## config.mk

```make
export PLATFORM = sky130hd
export DESIGN_NAME = fwd_dest_pipe
export DESIGN_NICKNAME = d
export VERILOG_FILES = /design/src/rtl/fwd_dest_pipe.sv
export SDC_FILE = /design/constraint.sdc
export NUM_CORES = 1
export LEC_CHECK = 0
export BUFFER_PORTS_ARGS = -buffer_cell sky130_fd_sc_hd__buf_4
export CAP_MARGIN = 10
export CORE_MARGIN = 4
export CORE_UTILIZATION = 45
export CTS_CLUSTER_SIZE = 30
export DETAILED_ROUTE_END_ITERATION = 10
export PLACE_DENSITY = 0.77
export SETUP_SLACK_MARGIN = 0.3
export SLEW_MARGIN = 40
export SYNTH_ARGS = -nofsm -noshare
export SYNTH_HDL_FRONTEND = slang
export SYNTH_SLANG_ARGS = --single-unit
```

## constraint.sdc

```tcl
create_clock -name clk -period 1.7 [get_ports clk]
set_input_delay 0.34 -clock clk [delete_from_list [all_inputs] [get_ports clk]]
set_output_delay 0.34 -clock clk [all_outputs]
set_load 0.01 [all_outputs]
```

## src/rtl/fwd_dest_pipe.sv

```systemverilog
// Destination-register pipeline (EX/MEM/WB) with operand-forwarding select and load-use stall.
// Optional macro FWD_WB_STAGE_EN enables forwarding from the WB stage (code 11).
module fwd_dest_pipe (
  input  logic       clk,
  input  logic       reset,
  input  logic [4:0] dst_in,
  input  logic       wr_en_in,
  input  logic       load_in,
  input  logic [4:0] rs_a,
  input  logic [4:0] rs_b,
  input  logic       flush,
  output logic [1:0] fwd_a,
  output logic [1:0] fwd_b,
  output logic       stall,
  output logic [4:0] ex_dst,
  output logic [4:0] mem_dst,
  output logic [4:0] wb_dst,
  output logic       wb_wr_en
);

  localparam logic [4:0] XZR = 5'd31;

  // The load flag only influences anything while the entry sits in EX.
  logic [4:0] r_ex_dst, r_mem_dst, r_wb_dst;
  logic       r_ex_wr, r_mem_wr, r_wb_wr;
  logic       r_ex_ld;

  logic       w_ex_ld_live;
  logic       w_stall;
  logic       w_bubble;
  logic       w_ex_hit_a, w_mem_hit_a, w_wb_hit_a;
  logic       w_ex_hit_b, w_mem_hit_b, w_wb_hit_b;

  assign w_ex_ld_live = r_ex_ld && r_ex_wr && (r_ex_dst != XZR);
  assign w_stall      = !flush && w_ex_ld_live && ((r_ex_dst == rs_a) || (r_ex_dst == rs_b));
  assign w_bubble     = flush || w_stall;

  always_ff @(posedge clk or posedge reset) begin
    if (reset) begin
      r_ex_dst  <= XZR;
      r_ex_wr   <= 1'b0;
      r_ex_ld   <= 1'b0;
      r_mem_dst <= XZR;
      r_mem_wr  <= 1'b0;
      r_wb_dst  <= XZR;
      r_wb_wr   <= 1'b0;
    end else begin
      if (w_bubble) begin
        r_ex_dst <= XZR;
        r_ex_wr  <= 1'b0;
        r_ex_ld  <= 1'b0;
      end else begin
        r_ex_dst <= dst_in;
        r_ex_wr  <= wr_en_in;
        r_ex_ld  <= load_in;
      end
      r_mem_dst <= r_ex_dst;
      r_mem_wr  <= r_ex_wr;
      r_wb_dst  <= r_mem_dst;
      r_wb_wr   <= r_mem_wr;
    end
  end

  // A load in EX cannot supply its data yet, so it never yields code 01.
  always_comb begin
    w_ex_hit_a  = r_ex_wr && !r_ex_ld && (r_ex_dst == rs_a) && (rs_a != XZR);
    w_ex_hit_b  = r_ex_wr && !r_ex_ld && (r_ex_dst == rs_b) && (rs_b != XZR);
    w_mem_hit_a = r_mem_wr && (r_mem_dst == rs_a) && (rs_a != XZR);
    w_mem_hit_b = r_mem_wr && (r_mem_dst == rs_b) && (rs_b != XZR);
`ifdef FWD_WB_STAGE_EN
    w_wb_hit_a  = r_wb_wr && (r_wb_dst == rs_a) && (rs_a != XZR);
    w_wb_hit_b  = r_wb_wr && (r_wb_dst == rs_b) && (rs_b != XZR);
`else
    w_wb_hit_a  = 1'b0;
    w_wb_hit_b  = 1'b0;
`endif
  end

  always_comb begin
    fwd_a = 2'b00;
    if (w_ex_hit_a)       fwd_a = 2'b01;
    else if (w_mem_hit_a) fwd_a = 2'b10;
    else if (w_wb_hit_a)  fwd_a = 2'b11;
  end

  always_comb begin
    fwd_b = 2'b00;
    if (w_ex_hit_b)       fwd_b = 2'b01;
    else if (w_mem_hit_b) fwd_b = 2'b10;
    else if (w_wb_hit_b)  fwd_b = 2'b11;
  end

  assign stall    = w_stall;
  assign ex_dst   = r_ex_dst;
  assign mem_dst  = r_mem_dst;
  assign wb_dst   = r_wb_dst;
  assign wb_wr_en = r_wb_wr;

endmodule

```

# == After elaboration in Yosys (flattened, before gate mapping) ==
# Cells that the tools add are included.
# totals
reg_bits,19
output_inout_bits,21
# classes
eq_ne,7
muxes,7
reduce_logical,17
# op_table
cell,count
5-bit equality test,4
5-bit inequality test (second input constant),3
1-bit logical AND,13
2-bit two-way mux,4
5-bit two-way mux,1
1-bit logical NOT,2
1-bit logical OR,2
1-bit two-way mux,2

# == Longest topological paths before layout ==
# depth
depth_word,6
mapped_depth,5
mapped_depth_nobuf,5

# == Worst setup path after synthesis ==
# No wires, ideal clock.
# synth_timing
path_kind,reg2out
startpoint,"register r_ex_dst[1], in the netlist ex_dst[1]"
endpoint,output port fwd_b[1]
arrival_time_ns,1.399
required_ns,1.360
setup_slack_ns,-0.039
stages_incl_launch_ff,6
cell_sequence,dfstp_2 xor2_1 nor3_2 nand3_2 nor2_1 nor4_1
# synth_between
elab_chain_len,4
# synth_rtl
element,line,source
from (decl),24,"logic [4:0] r_ex_dst, r_mem_dst, r_wb_dst;"
from (signal assigned),53,r_ex_dst <= dst_in;
5-bit equality test,67,w_ex_hit_b = r_ex_wr && !r_ex_ld && (r_ex_dst == rs_b) && (rs_b != XZR);
1-bit logical AND (2 in a row),67,
2-bit two-way mux,88,if (w_ex_hit_b) fwd_b = 2'b01;
to (decl),13,"output logic [1:0] fwd_b,"
# Every way passes these cells.

# == Worst setup path in the final report ==
# Ends and elaborated chain as after synthesis.

==> qor.csv <==
metric,value,unit
crit path launch type,flip-flop,
skew final,9.81,ps
Die Span Y,52.5,um
Top Ports,41,
Area growth syn-to-layout,60.4,%
Yosys top cell area share,0.442,
H-Tree Depth,1,
initial core utilization,0.495,
routed len/inst,15.0,um
CP max FO,3,
DIE AREA,2760,um2
Final Cycle Share,1.22,
Clock Tree Root,clkbuf_4,
Worst Max-Slew Pin Slew,671,ps
first-pass GRT wire length,3640,um
Syn Nets,94,
antenna-violating nets left,0,
clock tree sinks,19,
final instance area,1430,um2
failing checks,setup timing,
Iter 0 DRT Violations,4,
Pre-Repair DR Iteration Count,5,
Leakage,0.594,nW
Total Wirelength,2260,um
Global Route Usage Sum,0.183,
Worst EP arrival,1740,ps
crit path kind,reg2out,
max_cap viols,0,
"Seq/Total Area, Yosys",0.554,
Final Hold Vio Count,0,
maximum achievable frequency,480,MHz
Die Wd,52.5,um
via-per-instance ratio,4.84,
Post-Synthesis Cells,74,
status,"finished, violations left",
nets,146,
synthesized flop and latch total,19,
asr flop ratio synth,1.00,
DRC violations left,0,
FILL cells,126,
max-slew violation count,0,
Core ar.,1800,um2
RD Place Congestion,0.785,
Yosys top cell by area,dfstp_2,
global route overflow,0,
"Avg Cell Area, Syn",12.1,um2
Max VDD drop,0.646,mV
fin crit period,2080,ps
dpl cell area,1300,um2
hpwl dp,1700,um
Ant. Diodes,0,
Setup WS post-layout,-382,ps
FF-to-FF path depth,7,
Port Buffers,40,
setup total negative slack,-1690,ps
synth top area cells,"dfstp_2 (44%), xnor2_1 (14%), dfrtp_1 (11%)",
share of cells above drive strength 1,0.672,
ys flop type,dfstp_2,
Slew headroom,0.552,
Ys Warns,0,
TritonCTS buffer count,3,
largest net degree at the start of global routing,20,
Worst setup EP type,output port,
most common cell in the netlist,dfstp_2,
row count,15,
antenna violations before repair,0,
most instantiated cells after synthesis,"dfstp_2 (15), xnor2_1 (14), xor2_1 (6)",
Power Density,661,nW/um2
Hold Buf Count CTS,0,
Clock transition at path regs,110,ps
number of vias in the routed layout,726,
WP data required,1360,ps
Worst-Skew Late Latency,290,ps
Syn Std Cell Area,892,um2
setup repair after global routing missed its margin,yes,
setup violators final,5,
number of distinct library cells after synthesis,20,
Post-synth EDFFs,0,
vias in the first global route,780,
Hold Path Class,in2async,
CTS tree,built,
clk buf depth,2,
critical path: stages (launching register included):
cell     delay, ps
dfstp_2        590
xor2_2          80
nor3_2         240
nand3_2        180
nor2_4         140
nor4_4          50
buf_4          150
worst paths after layout:
check / from / slack [ps] / end
max in group asynchronous: reset / 1130 / wb_wr_en$_DFF_PP0_
setup reg to reg: ex_dst[4]$_DFF_PP1_ / 40 / ex_dst[3]$_DFF_PP1_
hold / removal: reset / 150 / r_ex_wr$_DFF_PP0_
hold reg to reg: ex_dst[2]$_DFF_PP1_ / 390 / mem_dst[2]$_DFF_PP1_
min in group clk: dst_in[1] / 230 / ex_dst[1]$_DFF_PP1_
setup / recovery: ex_dst[1]$_DFF_PP1_ / -380 / fwd_b[1]
registers in the layout, summed over array words and instances, names as in the netlist:
signal / cells
wb_dst: 5
mem_dst: 5
r_ex_wr: 1
wb_wr_en: 1
ex_dst: 5
r_ex_ld: 1
r_mem_wr: 1
layout make-up:
cell class | count | area [um2] | share of cell area
Timing Repair Buffer | 49 | 413 | 0.288
Tap cell | 25 | 31.3 | 0.0219
Clock buffer | 3 | 22.5 | 0.0157
Sequential cell | 19 | 494 | 0.345
Clock inverter | 1 | 5.00 | 0.00350
Multi-Input combinational cell | 52 | 462 | 0.323
Inverter | 1 | 3.75 | 0.00262
power breakdown:
group / leakage (nW) / internal [mW] / switching, mW
Combinational: 0.367 / 0.117 / 0.0927
Sequential: 0.210 / 0.491 / 0.0233
Clock: 0.0177 / 0.0875 / 0.136
cell families after synthesis:
| group | share of synthesized area |
|---|---|
| flops | 0.554 |
| xor+xnor | 0.196 |
| compound gates | 0.0182 |
| buf+inv | 0.0210 |
| simple gates | 0.210 |
per-layer routing:
layer | GRT usage | wire length, um | up-vias
met3 | 0.0313 | 146 | 2
li1 | - | - | 349
met2 | 0.312 | 1180 | 31
met5 | 0 | 0 | -
met4 | 0.0638 | 14 | 0
met1 | 0.230 | 916 | 344
cell usage in the layout, fill, tap and decap left out, drive strengths merged:
cell and n:
a21oi 1, nand3 5, nor4 2, clkinv 1, inv 1, or3 5
dfstp 15, nand4 2, xor2 6, xnor2 14, and3 1, clkbuf 3
nand2b 1, dfrtp 4, nor3 4, nand4b 1, nor3b 2, buf 49
nand2 4, nor2 4
metrics by stage:
stage | hold slack (ps) | utilization | power, mW | std cells | worst slack (ps)
floorplan | 280 | - | 0.605 | 74 | 127
global placement | 377 | 0.721 | 0.703 | 143 | 0.242
detailed placement | 381 | 0.721 | 0.707 | 143 | -10.6
CTS | 164 | 0.765 | 0.936 | 149 | -329
global route | 204 | 0.794 | 1.00 | 150 | -454
finish | 146 | 0.794 | 0.947 | 150 | -382
what timing repair did:
| item | CTS | global route |
|---|---|---|
| endpoints found under the setup margin | 15 | 19 |
| gates resized for setup | 9 | 9 |
| buffers inserted | 2 | 1 |
| pin swaps | 0 | 2 |
No activity file was read; power rests on OpenSTA's default activity.
